[src/rtl/queue_button_conditioner.sv]
// Queue-counter button front end: 2-flop sync, counter debounce and up/down arbitration.
// Optional feature macro AUTO_REPEAT_EN adds a held-button auto-repeat per channel.
module queue_button_conditioner #(
  parameter int unsigned DEBOUNCE_CYCLES = 500000,
  parameter int unsigned REPEAT_DELAY    = 25000000,
  parameter int unsigned REPEAT_RATE     = 12500000
) (
  input  logic clk,
  input  logic reset,
  input  logic up,
  input  logic down,
  output logic inc_pulse,
  output logic dec_pulse,
  output logic up_level,
  output logic down_level,
  output logic conflict
);

  localparam int unsigned MAX_DR  = (DEBOUNCE_CYCLES > REPEAT_DELAY) ? DEBOUNCE_CYCLES : REPEAT_DELAY;
  localparam int unsigned MAX_CYC = (MAX_DR > REPEAT_RATE) ? MAX_DR : REPEAT_RATE;
  localparam int          CW      = $clog2(MAX_CYC);
  // Transition fires when the count steps onto DEBOUNCE_CYCLES-1, i.e. from DEBOUNCE_CYCLES-2.
  localparam logic [CW-1:0] DB_LAST = CW'(DEBOUNCE_CYCLES - 2);

  typedef enum logic [1:0] {
    IDLE         = 2'd0,
    PRESS_WAIT   = 2'd1,
    HELD         = 2'd2,
    RELEASE_WAIT = 2'd3
  } state_e;

  // Channel 0 is up (arrival), channel 1 is down (served).
  logic [1:0]    s1_q, s1_d;
  logic [1:0]    s2_q, s2_d;
  state_e        state_q [2];
  state_e        state_d [2];
  logic [CW-1:0] cnt_q [2];
  logic [CW-1:0] cnt_d [2];
  logic [1:0]    evt;
  logic [1:0]    level_q, level_d;
  logic          inc_q, inc_d;
  logic          dec_q, dec_d;
  logic          conflict_q, conflict_d;

  always_comb begin
    s1_d = {down, up};
    s2_d = s1_q;
  end

  // State register
  always_ff @(posedge clk or negedge reset) begin
    if (!reset) begin
      s1_q <= '0;
      s2_q <= '0;
      for (int ch = 0; ch < 2; ch++) begin
        state_q[ch] <= IDLE;
        cnt_q[ch]   <= '0;
      end
    end else begin
      s1_q <= s1_d;
      s2_q <= s2_d;
      for (int ch = 0; ch < 2; ch++) begin
        state_q[ch] <= state_d[ch];
        cnt_q[ch]   <= cnt_d[ch];
      end
    end
  end

  // Next-state logic
  always_comb begin
    for (int ch = 0; ch < 2; ch++) begin
      state_d[ch] = state_q[ch];
      cnt_d[ch]   = cnt_q[ch];
      case (state_q[ch])
        IDLE: begin
          if (s2_q[ch]) begin
            state_d[ch] = PRESS_WAIT;
            cnt_d[ch]   = '0;
          end
        end
        PRESS_WAIT: begin
          if (!s2_q[ch]) begin
            state_d[ch] = IDLE;
            cnt_d[ch]   = '0;
          end else if (cnt_q[ch] == DB_LAST) begin
            state_d[ch] = HELD;
            cnt_d[ch]   = '0;
          end else begin
            cnt_d[ch] = cnt_q[ch] + CW'(1);
          end
        end
        HELD: begin
          if (!s2_q[ch]) begin
            state_d[ch] = RELEASE_WAIT;
            cnt_d[ch]   = '0;
          end
        end
        RELEASE_WAIT: begin
          if (s2_q[ch]) begin
            state_d[ch] = HELD;
            cnt_d[ch]   = '0;
          end else if (cnt_q[ch] == DB_LAST) begin
            state_d[ch] = IDLE;
            cnt_d[ch]   = '0;
          end else begin
            cnt_d[ch] = cnt_q[ch] + CW'(1);
          end
        end
        default: begin
          state_d[ch] = IDLE;
          cnt_d[ch]   = '0;
        end
      endcase
    end
  end

`ifdef AUTO_REPEAT_EN
  localparam logic [CW-1:0] DELAY_LAST = CW'(REPEAT_DELAY - 1);
  localparam logic [CW-1:0] RATE_LAST  = CW'(REPEAT_RATE - 1);

  logic [CW-1:0] rpt_q [2];
  logic [CW-1:0] rpt_d [2];
  logic [1:0]    phase_q, phase_d;
  logic [1:0]    rpt_evt;

  always_ff @(posedge clk or negedge reset) begin
    if (!reset) begin
      phase_q <= '0;
      for (int ch = 0; ch < 2; ch++) begin
        rpt_q[ch] <= '0;
      end
    end else begin
      phase_q <= phase_d;
      for (int ch = 0; ch < 2; ch++) begin
        rpt_q[ch] <= rpt_d[ch];
      end
    end
  end

  // Runs only while HELD stays HELD; any other cycle leaves it cleared so HELD entry restarts at 0.
  always_comb begin
    phase_d = '0;
    rpt_evt = '0;
    for (int ch = 0; ch < 2; ch++) begin
      rpt_d[ch] = '0;
      if ((state_q[ch] == HELD) && s2_q[ch]) begin
        if (rpt_q[ch] == (phase_q[ch] ? RATE_LAST : DELAY_LAST)) begin
          rpt_evt[ch] = 1'b1;
          phase_d[ch] = 1'b1;
        end else begin
          rpt_d[ch]   = rpt_q[ch] + CW'(1);
          phase_d[ch] = phase_q[ch];
        end
      end
    end
  end
`endif

  // Output logic: channel events, arbitration and next levels
  always_comb begin
    evt     = '0;
    level_d = '0;
    for (int ch = 0; ch < 2; ch++) begin
      evt[ch]     = (state_q[ch] == PRESS_WAIT) && s2_q[ch] && (cnt_q[ch] == DB_LAST);
      level_d[ch] = (state_d[ch] == HELD) || (state_d[ch] == RELEASE_WAIT);
    end
`ifdef AUTO_REPEAT_EN
    evt = evt | rpt_evt;
`endif
    inc_d      = evt[0] & ~evt[1];
    dec_d      = evt[1] & ~evt[0];
    conflict_d = evt[0] & evt[1];
  end

  always_ff @(posedge clk or negedge reset) begin
    if (!reset) begin
      inc_q      <= 1'b0;
      dec_q      <= 1'b0;
      conflict_q <= 1'b0;
      level_q    <= '0;
    end else begin
      inc_q      <= inc_d;
      dec_q      <= dec_d;
      conflict_q <= conflict_d;
      level_q    <= level_d;
    end
  end

  assign inc_pulse  = inc_q;
  assign dec_pulse  = dec_q;
  assign conflict   = conflict_q;
  assign up_level   = level_q[0];
  assign down_level = level_q[1];

endmodule

[config.mk]
export PLATFORM = sky130hd
export DESIGN_NAME = queue_button_conditioner
export DESIGN_NICKNAME = d
export VERILOG_FILES = /design/src/rtl/queue_button_conditioner.sv
export SDC_FILE = /design/constraint.sdc
export NUM_CORES = 1
export LEC_CHECK = 0
export ABC_CLOCK_PERIOD_IN_PS = 2000
export CAP_MARGIN = 10
export CORE_MARGIN = 3
export CORE_UTILIZATION = 55
export CTS_CLUSTER_DIAMETER = 100
export DETAILED_ROUTE_END_ITERATION = 6
export PLACE_DENSITY = 0.75
export SLEW_MARGIN = 30
export SYNTH_ARGS = -nofsm -noshare
export SYNTH_HDL_FRONTEND = slang
export SYNTH_SLANG_ARGS = --single-unit
[constraint.sdc]
create_clock -name clk -period 2 [get_ports clk]
set_input_delay 0.5 -clock clk [delete_from_list [all_inputs] [get_ports clk]]
set_output_delay 0.5 -clock clk [all_outputs]
set_load 0.01 [all_outputs]
==> impl_results.md <==
- Status: complete, but fails checks
- Failing checks: negative setup slack
- Async SR Flop Fraction: 100.0%
- # fillers: 334
- Design Power: 0.002618 W
- FP Rows: 27
- Via density: 7.058
- Die area: 0.007131 sq mm
- Flops & latches, synth: 63
- Critical Path Slowest Stage Cell: or4_4
- Die W: 84.45 microns
- Sequential share of the synthesized area: 46.58%
- Initial Utilization: 58.93%
- CP endpoint: cnt_q[10]
- Layout cells sized above 1: 35.14%
- Worst skew pair latency: 0.33 ns
- PD cells: 559.9 mW/mm^2
- Die Span Y: 84.45 microns
- Hold Fails Final Rpt: 0
- CTS tree: yes
- Cells on worst reg2reg path: 6
- TritonCTS buffer count: 9
- Crit path kind: reg -> reg
- Internal power: 0.001964 W
- Crit Path Max Fanout: 6
- Syn nets: 376
- CTS Buffer Depth: 2
- Critical Path, Cell by Cell: or4_4 -> or3_4 -> o211ai_1 -> buf_4 -> o21ai_1 -> a22o_1
- Biggest area consumer among synthesized cells: dfrtp_1
- Synth Instances: 368
- Remaining DRCs: 0
- Skew final: 0.01187 ns
- # diodes: 0
- Data required, critical path: 2.22 ns
- HPWL Detailed: 5910 microns
- Non-Filler Instances: 516
- Delay-heaviest family, CP: simple AND/OR/NAND/NOR gates
- Worst Path Arrival: 2.44 ns
- Area grow syn2layout: 38.15%
- Cells after DPL: 491
- Logic pwr share: 10.5%
- Cts hold-fix bufs: 0
- Period minus WS final: 2.222 ns
- GP Congestion: 0.8296
- Final net count: 448
- Final Cell Area: 0.004676 sq mm
- Worst Hold Class: in -> async
- Final core utilization: 81.42%
- Buf/Inv on CP: 1
- Net Switching: 0.0006536 W
- Starting DRC count in detailed routing: 418
- CP Depth: 6
- Worst-margin pin slew: 0.4879 ns
- Final slew viol count: 0
- Most numerous cell in the Yosys netlist: dfrtp_1
- Synth Flop Type: dfrtp_1
- Largest net degree at the start of global routing: 64
- Dpl ws: -0.1329 ns
- Leakage: 1.986 nW
- Reg2Reg Setup Slack: -0.22 ns
- Avg WL per Cell: 21.68 microns
- Period utilization: 111.1%
- R2R Path End: cnt_q[10]
- CP Launch Point: cnt_q[22]
- Clock network power share: 38.8%
- Maximum vdd drop: 0.0006243 V
- GRT overflow: 0
- Final WL: 11,190 microns
- Sw frac: 24.97%
- Vias in the first global route: 3,220
- Ys Warns: 0
- Cell Area, Synth: 0.003384 sq mm
- Total of max-cap violations: 0
- Dominant cells by area after synthesis: dfrtp_1 47%, a31oi_1 5.5%, nand3_1 5.2%
- CP Capture Type: register
- Final setup viols: 48
- Final worst slack: -0.2219 ns
- Synth unique cells: 48
- Worst r2r src: cnt_q[22]
- Top cell type's share of synthesized area: 46.58%
- Clock slew at reported path FFs: 0.07 ns
- CTS Sinks: 63
- Syn avg cell area: 9.197 sq um
- Port bufs: 8
- # H-tree levels: 3
- Max-slew headroom: 67.20%
- Fmax: 0.4501 GHz
- CP Launch Type: register
- First-pass GRT wire length: 15,120 microns
- Initial antenna violation count: 0
- Top post-synthesis cells by count: 63 x dfrtp_1, 35 x nand3_1, 34 x nand2_1
- Total track usage: 26.15%
- Post-synth EDFFs: 0
- Core footprint: 0.005743 sq mm
- Clk root buf: clkbuf_8
- Drt first pass iters: 6
- Sequential share of power: 50.8%
- Final ANT Viol Nets: 0
- Slowest Stage Delay on Critical Path: 0.54 ns
- RSZ-0062 raised after global routing: yes
- Placed cell area: 0.003948 sq mm
- Ports: 9
- Vias: 3,642
==> cell usage in the layout, fill, tap and decap left out, drive strengths merged, types with 9 or more instances in the layout <==
master and n:
nor4 9, o21ai 15, a31oi 30, a21oi 28, nor2 19, and3 11, nand2 34, clkbuf 18
nand4 15, dfrtp 63, nand3 35, buf 68
==> metal layers <==
metal  routed length, microns  GRT usage (%)  up-vias
li1                         -              -     1543
met1                     4346          36.41     1726
met2                     5135          40.82      306
met3                     1151          5.299       67
met4                      551          9.353        0
met5                        0              0        -
==> through the flow <==
step	hold WS (ns)	setup TNS, ns
6_report	0.1643	-4.861
3_3_place_gp	0.3335	-1.011
5_1_grt	0.1998	-8.459
4_1_cts	0.1849	-1.097
3_5_place_dp	0.3370	-2.129
2_1_floorplan	0.2044	-1.150
==> state kept, by name, summed over array words and instances (netlist names) <==
register / cells
s1_q: 2
level_q: 2
cnt_q: 50
dec_pulse: 1
inc_pulse: 1
conflict: 1
state_q: 4
s2_q: 2
==> power groups by stage <==
stage                     clock [W]  sequential, W  combinational (W)
final                       0.00101        0.00133           0.000274
after global routing        0.00106        0.00133           0.000296
after CTS                   0.00101        0.00133           0.000212
after detailed placement          0        0.00135           0.000189
after global placement            0        0.00135           0.000183
after floorplan                   0        0.00135          0.0000970
==> timing repair <==
action	CTS	global route
resized for setup	20	75
pin swaps	15	38
setup buffers	2	3
setup endpoints to repair	46	58
cloned	2	4
==> worst min path at each step <==
stage             from       end  slack [ns]  depth (start not counted)
6_report         reset  cnt_q[0]        0.16                          2
5_1_grt          reset  cnt_q[0]        0.20                          2
4_1_cts          reset  cnt_q[0]        0.18                          2
3_5_place_dp   s1_q[1]   s2_q[1]        0.34                          0
3_3_place_gp   s1_q[0]   s2_q[0]        0.33                          0
2_1_floorplan    reset  cnt_q[0]        0.20                          0
==> worst reg2reg max path, cell delays in order (launching register included) <==
cell      delay [ns]
dfrtp_1         0.39
or4_4           0.54
or3_4           0.39
o211ai_1        0.25
buf_4           0.23
o21ai_1         0.10
a22o_1          0.22
==> logic make-up (layout without fill, tap and decap cells) <==
group / count (synthesis) / after routing / synth area share [%]
fa+ha+maj: 4 / 4 / 1.479
compound gates: 97 / 97 / 17.67
simple gates: 166 / 166 / 26.99
buf+inv: 25 / 101 / 3.401
mux: 9 / 9 / 2.847
xor+xnor: 4 / 4 / 1.035
flops: 63 / 63 / 46.58
==> layout make-up <==
class                           instances  area (sq um)  area share [%]
Timing Repair Buffer                   78         732.0           15.65
Sequential cell                        63          1577           33.72
Tap cell                               72         90.09           1.927
Inverter                                8         30.03          0.6422
Multi-Input combinational cell        280          2071           44.29
Clock buffer                           15         176.4           3.773
Note: power is estimated with default switching activity, not from simulation.
